## src/rtl/rot_pkg.sv

```systemverilog
// rot_pkg: shared constants and request type for the immediate-rotator
// arbiter and its shifter.
//   IMM_W  - width of an immediate operand
//   ROT_W  - width of a rotate amount (only the low 3 bits take effect)
//   DATA_W - width of the zero-extended result
package rot_pkg;

  localparam int IMM_W  = 8;
  localparam int ROT_W  = 4;
  localparam int DATA_W = 32;

  typedef struct packed {
    logic [IMM_W-1:0] imm;
    logic [ROT_W-1:0] rot;
  } rot_req_t;

endpackage

```

## src/rtl/BarrelShifterALU.sv

```systemverilog
// BarrelShifterALU: combinational 8-bit rotate-right, zero-extended to 32 bits.
//   A   - 8-bit operand
//   Rot - rotate amount; amounts 8..15 alias 0..7
//   out - {24'b0, A rotated right by Rot mod 8}
module BarrelShifterALU
  import rot_pkg::*;
(
  input  logic [IMM_W-1:0]  A,
  input  logic [ROT_W-1:0]  Rot,
  output logic [DATA_W-1:0] out
);

  // Shifting a doubled copy right leaves the rotated byte in the low half.
  logic [2*IMM_W-1:0] doubled;

  assign doubled = {A, A} >> Rot[2:0];
  assign out     = {{(DATA_W-IMM_W){1'b0}}, doubled[IMM_W-1:0]};

endmodule

```

## src/rtl/rot_imm_arbiter.sv

```systemverilog
// rot_imm_arbiter: round-robin arbiter sharing one immediate rotator between
// NREQ requesters, with a single registered result stage.
//   clk, rst   - clock (rising edge) and asynchronous active-high reset
//   req_valid  - request pending, one bit per requester
//   req_imm    - 8-bit immediate per requester, [8i+7:8i]
//   req_rot    - 4-bit rotate amount per requester, [4i+3:4i]
//   req_ready  - one-hot-or-zero accept, combinational
//   res_valid  - result register holds a valid result
//   res_data   - rotated immediate, zero-extended
//   res_id     - requester index that produced res_data
//   res_ready  - consumer accepts the result
//   stall_cnt  - saturating count of cycles with res_valid && !res_ready
module rot_imm_arbiter
  import rot_pkg::*;
#(
  parameter int NREQ = 2,
  parameter int IDW  = (NREQ > 1) ? $clog2(NREQ) : 1,
  parameter int CNTW = 16
) (
  input  logic                   clk,
  input  logic                   rst,
  input  logic [NREQ-1:0]        req_valid,
  input  logic [NREQ*IMM_W-1:0]  req_imm,
  input  logic [NREQ*ROT_W-1:0]  req_rot,
  output logic [NREQ-1:0]        req_ready,
  output logic                   res_valid,
  output logic [DATA_W-1:0]      res_data,
  output logic [IDW-1:0]         res_id,
  input  logic                   res_ready,
  output logic [CNTW-1:0]        stall_cnt
);

  // Returns {found, index}: first valid requester scanning from ptr upward,
  // wrapping modulo NREQ. The loop runs backwards so the closest hit wins.
  function automatic logic [IDW:0] rr_pick(input logic [NREQ-1:0] valid,
                                           input logic [IDW-1:0]  ptr);
    logic [IDW:0] r;
    int           idx;
    r = '0;
    for (int k = NREQ - 1; k >= 0; k--) begin
      idx = (int'(ptr) + k) % NREQ;
      if (valid[idx]) r = {1'b1, IDW'(idx)};
    end
    return r;
  endfunction

  logic                res_valid_reg;
  logic [DATA_W-1:0]   res_data_reg;
  logic [IDW-1:0]      res_id_reg;
  logic [CNTW-1:0]     stall_cnt_reg;
  logic [IDW-1:0]      ptr_reg;

  rot_req_t            reqs [NREQ];
  logic [IDW:0]        pick;
  logic                found;
  logic [IDW-1:0]      gidx;
  logic [IDW-1:0]      ptr_next;
  logic                adv;
  logic                xfer;
  rot_req_t            sel_req;
  logic [DATA_W-1:0]   rot_out;

  generate
    for (genvar gi = 0; gi < NREQ; gi++) begin : g_req
      assign reqs[gi].imm = req_imm[gi*IMM_W +: IMM_W];
      assign reqs[gi].rot = req_rot[gi*ROT_W +: ROT_W];
      // Gated by rst so nothing is offered while reset is asserted.
      assign req_ready[gi] = !rst && xfer && (gidx == IDW'(gi));
    end
  endgenerate

  assign pick  = rr_pick(req_valid, ptr_reg);
  assign found = pick[IDW];
  assign gidx  = pick[IDW-1:0];

  // The result register can take new data when empty or being drained.
  assign adv  = !res_valid_reg || res_ready;
  assign xfer = adv && found;

  assign ptr_next = (gidx == IDW'(NREQ - 1)) ? '0 : gidx + IDW'(1);

  assign sel_req = reqs[gidx];

  BarrelShifterALU u_rot (
    .A   (sel_req.imm),
    .Rot (sel_req.rot),
    .out (rot_out)
  );

  always_ff @(posedge clk or posedge rst) begin
    if (rst) begin
      res_valid_reg <= 1'b0;
      res_data_reg  <= '0;
      res_id_reg    <= '0;
      stall_cnt_reg <= '0;
      ptr_reg       <= '0;
    end else begin
      if (xfer) begin
        res_valid_reg <= 1'b1;
        res_data_reg  <= rot_out;
        res_id_reg    <= gidx;
        ptr_reg       <= ptr_next;
      end else if (adv) begin
        // Drain: data and id keep their last values.
        res_valid_reg <= 1'b0;
      end
      if (res_valid_reg && !res_ready && (stall_cnt_reg != {CNTW{1'b1}})) begin
        stall_cnt_reg <= stall_cnt_reg + CNTW'(1);
      end
    end
  end

  assign res_valid = res_valid_reg;
  assign res_data  = res_data_reg;
  assign res_id    = res_id_reg;
  assign stall_cnt = stall_cnt_reg;

endmodule

```

## config.mk

```make
export PLATFORM = sky130hd
export DESIGN_NAME = rot_imm_arbiter
export DESIGN_NICKNAME = d
export VERILOG_FILES = /design/src/rtl/rot_pkg.sv /design/src/rtl/BarrelShifterALU.sv /design/src/rtl/rot_imm_arbiter.sv
export SDC_FILE = /design/constraint.sdc
export NUM_CORES = 1
export LEC_CHECK = 0
export ABC_CLOCK_PERIOD_IN_PS = 2200
export CAP_MARGIN = 0
export CORE_UTILIZATION = 42
export DETAILED_ROUTE_END_ITERATION = 8
export HOLD_SLACK_MARGIN = 0.08
export PLACE_DENSITY = 0.81
export SYNTH_ARGS = -nofsm -noshare
export SYNTH_HDL_FRONTEND = slang
export SYNTH_SLANG_ARGS = --single-unit
export TNS_END_PERCENT = 5
```

## constraint.sdc

```tcl
create_clock -name clk -period 2.2 [get_ports clk]
set_input_delay 0.66 -clock clk [delete_from_list [all_inputs] [get_ports clk]]
set_output_delay 0.66 -clock clk [all_outputs]
set_load 0.005 [all_outputs]
```

==> metrics.md, run 1 <==
| Metric | Value |
|---|---|
| Final hold vios | `0` |
| Async S/R FF share, synth | `100%` |
| Seq/Total Area, Yosys | `37.8%` |
| Total wire length | `about 3800 µm` |
| Power Dens Cells | `between 600 and 700 nW/µm²` |
| Maximum clock path buffer count | `2` |
| FF-to-FF setup slack | `340 ps` |
| First-pass GRT wire length | `approximately 5800 µm` |
| Fill cells | `~360` |
| PortBufs | `54` |
| Distinct cells, synth | `36` |
| Vias | `around 1400` |
| Critical Path Max Stage Delay | `270 ps` |
| Status | `finished, final reports clean` |
| Fmax achieved | `around 470 MHz` |
| Placed inst area | `around 2400 µm²` |
| Register area | `just under 700 µm²` |
| Synth top area share | `between 30% and 40%` |
| CP Data Arrival Time | `between 1000 and 1500 ps` |
| Max reg flops | `16` |
| Clock root buffer | `clkbuf_8` |
| Syn_area_per_cell | `10.2 µm²` |
| Synth Register Bits | `27` |
| Worst Hold Class | `flip-flop to flip-flop` |
| Fraction of layout cells with a size suffix above 1 | `12.9%` |
| Worst path bufs/invs | `3` |
| Final Critical Period | `2120 ps` |
| IO Count | `81` |
| Initial cell density of the core | `44.1%` |
| # setup viols final | `0` |
| Clock slew seen by the registers of the worst setup and hold paths | `90 ps` |
| DRT Pass-1 Iters | `4` |
| Clock skew | `around 1.7 ps` |
| CP endpoint kind | `primary output` |
| Largest net degree at the start of global routing | `28` |
| Cells after Synth | `roughly 180` |
| Family with the most delay on the worst path | `buffers and inverters` |
| Die Span Y | `slightly below 70 µm` |
| Worst VDD drop | `469 µV` |
| Max_slew headroom | `63.5%` |
| Initial antenna violation count | `0` |
| Hold slack | `492 ps` |
| Worst Path Required | `~1500 ps` |
| CP cell instances | `dlygate4sd2_1, buf_4, nand2_2, nor3b_2, buf_2` |
| Standard-cell rows | `23` |
| Period utilization | `a little over nine tenths` |
| Detail Route Antenna Nets | `0` |
| Hpwl dp | `just under 3000 µm` |
| All-Layer GR Usage | `~17%` |
| Initial DRC Count | `30` |
| CP Max Fanout | `3` |
| Die ar. | `~4500 µm²` |
| Vias/cell | `between 4 and 5` |
| P_leak | `~0.0011 µW` |
| Commonest non-fill, non-tap cell in the layout | `clkdlybuf4s50_1` |
| Post-route worst setup slack | `~84 ps` |
| Fin nets | `271` |
| CTS buffer count | `3` |
| Post-synth EDFFs | `0` |
| Synth Flop Type | `dfrtp_1` |
| Slew @ Worst Pin | `~550 ps` |
| Commonest non-fill, non-tap cells in the layout | `clkdlybuf4s50_1, mux2i_1, dfrtp_1` |
| Ant diodes | `0` |
| RSZ-0062 raised after global routing | `false` |
| Remaining DRCs | `0` |
| Gpl congestion | `0.812` |
| Yosys warns | `0` |
| Core ar. | `between 4000 and 5000 µm²` |
| Post-Syn Area | `1790 µm²` |
| Area of the multi-input gates | `~1000 µm²` |
| CTS tree | `done` |
| Worst skew pair latency | `270 ps` |
| Setup CP Type | `primary input to primary output` |
| Clock sink count | `27` |
| Crit path launch type | `primary input` |
| Post-place setup slack | `-578 ps` |
| Post-Layout Inst Area | `between 2000 and 2500 µm²` |
| Final Slew Violations | `0` |
| Residual overflow from global routing | `0` |
| Critical-path top delay cell | `dlygate4sd2_1` |
| WL/cell | `13.0 µm` |
| Area Growth Syn to Fin | `35.9%` |
| Vias in the first global route | `around 1200` |
| Max Cap Viol | `0` |
| Synth area leaders | `dfrtp_1, mux2i_1, buf_4, o221ai_1, xor2_1` |
| Largest area contributor in the netlist | `dfrtp_1` |
| H-tree depth | `1` |
| Die Wd | `around 67 µm` |
==> cell usage after synthesis (2+ instances only) <==
| cell type | count |
|---|---|
| a21oi_1 | 2 |
| a31oi_1 | 2 |
| and3_1 | 2 |
| buf_2 | 4 |
| buf_4 | 24 |
| clkbuf_1 | 2 |
| dfrtp_1 | 27 |
| inv_1 | 2 |
| mux2i_1 | 32 |
| nand2_1 | 14 |
| nand2b_1 | 3 |
| nand3_1 | 7 |
| nor2_1 | 4 |
| nor3_1 | 6 |
| nor3b_1 | 2 |
| o21ai_1 | 3 |
| o221ai_1 | 8 |
| or3_1 | 2 |
| xnor2_1 | 6 |
| xor2_1 | 7 |
==> worst min-delay path, delay by kind of cell, from the launching register on <==
family	cells	cell delay (ps)
AND/OR/NAND/NOR	1	50
flip-flops	1	350
AO/OA/AOI/OAI	1	60
==> power breakdown <==
part / internal [µW] / total (µW) / switching, µW
sequential: 602 / 713 / 112
combinational: 380 / 628 / 248
clock: 130 / 279 / 150
==> kinds of logic after synthesis <==
group | count (synthesis) | share of synthesized area [%]
AND/OR/NAND/NOR | 49 | 16.0
multiplexers | 35 | 20.0
buffers and inverters | 32 | 12.0
flip-flops | 27 | 37.8
AO/OA/AOI/OAI | 17 | 6.92
XOR/XNOR | 13 | 6.36
adder cells (fa/ha/maj) | 1 | 0.699
other | 1 | 0.210
==> routing by layer <==
metal | wire length, µm | GRT usage, % | up-vias | part of all wire, %
li1 | - | - | 702 | -
met1 | 1730 | 23.7 | 679 | 46
met2 | 1870 | 27.3 | 37 | 50
met3 | 130 | 2.53 | 2 | 3.5
met4 | 27 | 5.59 | 0 | 0.72
met5 | 0 | 0 | - | 0
==> what timing repair did <==
item	CTS	global route
hold buffers	0	0
endpoints found under the setup margin	10	0
setup buffers	1	0
resized for setup	16	0
==> through the flow <==
step	power [µW]	instances	TNS, ps	util (%)
6_report	1620	290	0	59.9
3_5_place_dp	1340	285	-4730	58.4
3_3_place_gp	1340	285	-4640	58.4
5_1_grt	1730	290	0	59.9
4_1_cts	1640	290	0	59.9
2_1_floorplan	1030	198	0	-
==> cell type report <==
| type | instances | area share [%] |
|---|---|---|
| Sequential cell | 27 | 27.8 |
| Inverter | 2 | 0.309 |
| Multi-Input combinational cell | 139 | 41.5 |
| Timing Repair Buffer | 68 | 26.0 |
| Clock buffer | 4 | 1.85 |
| Tap cell | 50 | 2.57 |
==> worst paths after layout <==
kind / depth (start not counted) / start / to
setup / recovery: 5 / req_valid[1] / req_ready[0]
hold / removal: 2 / res_id / res_id
max in group asynchronous: 4 / rst / stall_cnt[8]
hold reg to reg: 2 / res_id / res_id
min in group asynchronous: 4 / rst / res_id
setup reg to reg: 6 / ptr_reg / res_data[2]
Power figures use the tool's default switching activity.
==> run 2, diff against run 1 <==
--- a/config.mk
+++ b/config.mk
@@ -11,6 +11,7 @@
 export DETAILED_ROUTE_END_ITERATION = 8
 export HOLD_SLACK_MARGIN = 0.08
 export PLACE_DENSITY = 0.81
+export REMOVE_ABC_BUFFERS = 1
 export SYNTH_ARGS = -nofsm -noshare
 export SYNTH_HDL_FRONTEND = slang
 export SYNTH_SLANG_ARGS = --single-unit
==> metrics.md, run 2 (same netlist as run 1, synthesis figures left out) <==
| Metric | Value |
|---|---|
| Fin nets | `269 (was 271)` |
| Initial DRC Count | `59 (was 30)` |
| Post-Layout Inst Area | `2420 µm² (was 2430 µm²)` |
| Crit path launch type | `primary input (unchanged)` |
| CP Data Arrival Time | `1430 ps (was 1460 ps)` |
| Clock skew | `3.60 ps (was 1.68 ps)` |
| PortBufs | `54 (unchanged)` |
| Placed inst area | `2370 µm² (about the same)` |
| Die Wd | `67.3 µm (unchanged)` |
| Sw Ratio | `31.5% (about the same)` |
| FF-to-FF setup slack | `340 ps (about the same)` |
| Status | `finished, final reports clean (unchanged)` |
| Vias | `1448 (was 1420)` |
| Clock share of power | `17.2% (about the same)` |
| Die ar. | `4530 µm² (unchanged)` |
| Clock root buffer | `clkbuf_8 (unchanged)` |
| Worst Path Required | `1540 ps (about the same)` |
| CTS buffer count | `3 (unchanged)` |
| Power Dens Cells | `671 nW/µm² (was 667 nW/µm²)` |
| CP endpoint kind | `primary output (unchanged)` |
| Postcts setup bufs | `0 (was 1)` |
| Max Cap Viol | `0 (unchanged)` |
| Worst Hold Class | `flip-flop to flip-flop (unchanged)` |
| CP Max Fanout | `3 (unchanged)` |
| Combinational power share | `38.9% (was 38.8%)` |
| All-Layer GR Usage | `17.2% (was 17.1%)` |
| Final hold vios | `0 (unchanged)` |
| NetSw | `512 µW (was 510 µW)` |
| Largest net degree at the start of global routing | `28 (unchanged)` |
| H-tree depth | `1 (unchanged)` |
| # setup viols final | `0 (unchanged)` |
| Remaining DRCs | `0 (unchanged)` |
| Total wire length | `3770 µm (was 3760 µm)` |
| WL/cell | `13.1 µm (was 13.0 µm)` |
| Detail Route Antenna Nets | `0 (unchanged)` |
| Initial cell density of the core | `44.1% (unchanged)` |
| Period utilization | `94.9% (was 96.2%)` |
| Final Slew Violations | `0 (unchanged)` |
| RSZ-0062 raised after global routing | `false (unchanged)` |
| Area Growth Syn to Fin | `35.3% (was 35.9%)` |
| Initial antenna violation count | `0 (unchanged)` |
| Clock slew seen by the registers of the worst setup and hold paths | `90 ps (about the same)` |
| CTS tree | `done (unchanged)` |
| Ant diodes | `0 (unchanged)` |
| DRT Pass-1 Iters | `4 (unchanged)` |
| Vias/cell | `5.03 (was 4.90)` |
| Pint | `1110 µW (about the same)` |
| Hold buffers post-CTS | `0 (unchanged)` |
| Standard-cell rows | `23 (unchanged)` |
| Worst skew pair latency | `270 ps (about the same)` |
| Final setup TNS | `0 ps (unchanged)` |
| Residual overflow from global routing | `0 (unchanged)` |
| First-pass GRT wire length | `5850 µm (was 5820 µm)` |
| Commonest non-fill, non-tap cell in the layout | `clkdlybuf4s50_1 (unchanged)` |
| IO Count | `81 (unchanged)` |
| Share of power burned in registers | `43.9% (was 44.0%)` |
| P_leak | `0.00114 µW (about the same)` |
| Core ar. | `4060 µm² (unchanged)` |
| Max reg flops | `16 (unchanged)` |
| Vias in the first global route | `1326 (was 1249)` |
| Setup CP Type | `primary input to primary output (unchanged)` |
| Commonest non-fill, non-tap cells in the layout | `clkdlybuf4s50_1, mux2i_1, dfrtp_1 (unchanged)` |
| Hpwl dp | `3070 µm (was 2910 µm)` |
| Fmax achieved | `479 MHz (was 473 MHz)` |
| Final Critical Period | `2090 ps (was 2120 ps)` |
| Clock sink count | `27 (unchanged)` |
| Fraction of layout cells with a size suffix above 1 | `12.2% (was 12.9%)` |
| Maximum clock path buffer count | `2 (unchanged)` |
| Worst VDD drop | `400 µV (was 469 µV)` |
| Die Span Y | `67.3 µm (unchanged)` |
| Gpl congestion | `0.829 (was 0.812)` |
[run 2: power groups by stage]
| stage | clock network, µW | registers (µW) | logic [µW] |
|---|---|---|---|
| after floorplan | 0 | 713 | 275 |
| after CTS | 289 | 713 | 638 |
| final | 279 | 712 | 632 |
| after global placement | 0 | 718 | 616 |
| after global routing | 311 | 730 | 691 |
| after detailed placement | 0 | 723 | 633 |
[run 2: layer usage]
layer / share of wire [%] / GRT usage, %
met5: 0 / 0
met4: 1.1 / 4.52
met3: 4.4 / 3.04
met2: 51 / 29.1
met1: 44 / 22.3
[run 2: final timing paths]
check | from | endpoint | cells after the start
setup / recovery | rst | req_ready[1] | 3
hold / removal | res_id | res_id | 2
setup reg to reg | ptr_reg | res_data[2] | 6
hold reg to reg | res_id | res_id | 2
max in group asynchronous | rst | stall_cnt[0] | 3
min in group asynchronous | rst | stall_cnt[9] | 3
[run 2: cell type report]
| type | instances | area (µm²) |
|---|---|---|
| clock buffers | 4 | 45.0 |
| fillers | 362 | 1640 |
| inverters | 2 | 7.51 |
| multi-input cells | 139 | 1000 |
| flip-flops and latches | 27 | 676 |
| well taps | 50 | 62.6 |
| repair buffers | 66 | 629 |
[run 2: worst max-delay path, cell delays in order]
cell and delay (ps):
clkdlybuf4s50_1 450, nor3_1 180, buf_2 130
[run 2: metrics by stage]
stage	hold slack [ps]	setup slack [ps]	util, %	std cells	power, µW
final	498	113	59.7	288	1620
after global routing	521	31.1	59.7	288	1730
after CTS	504	114	59.7	288	1640
after detailed placement	477	-558	58.5	284	1360
after global placement	475	-539	58.5	284	1330
after floorplan	470	209	-	168	988
[run 2: repair_timing]
item	in CTS	in global routing
endpoints found under the hold margin	0	0
resized for setup	13	0
endpoints found under the setup margin	10	0
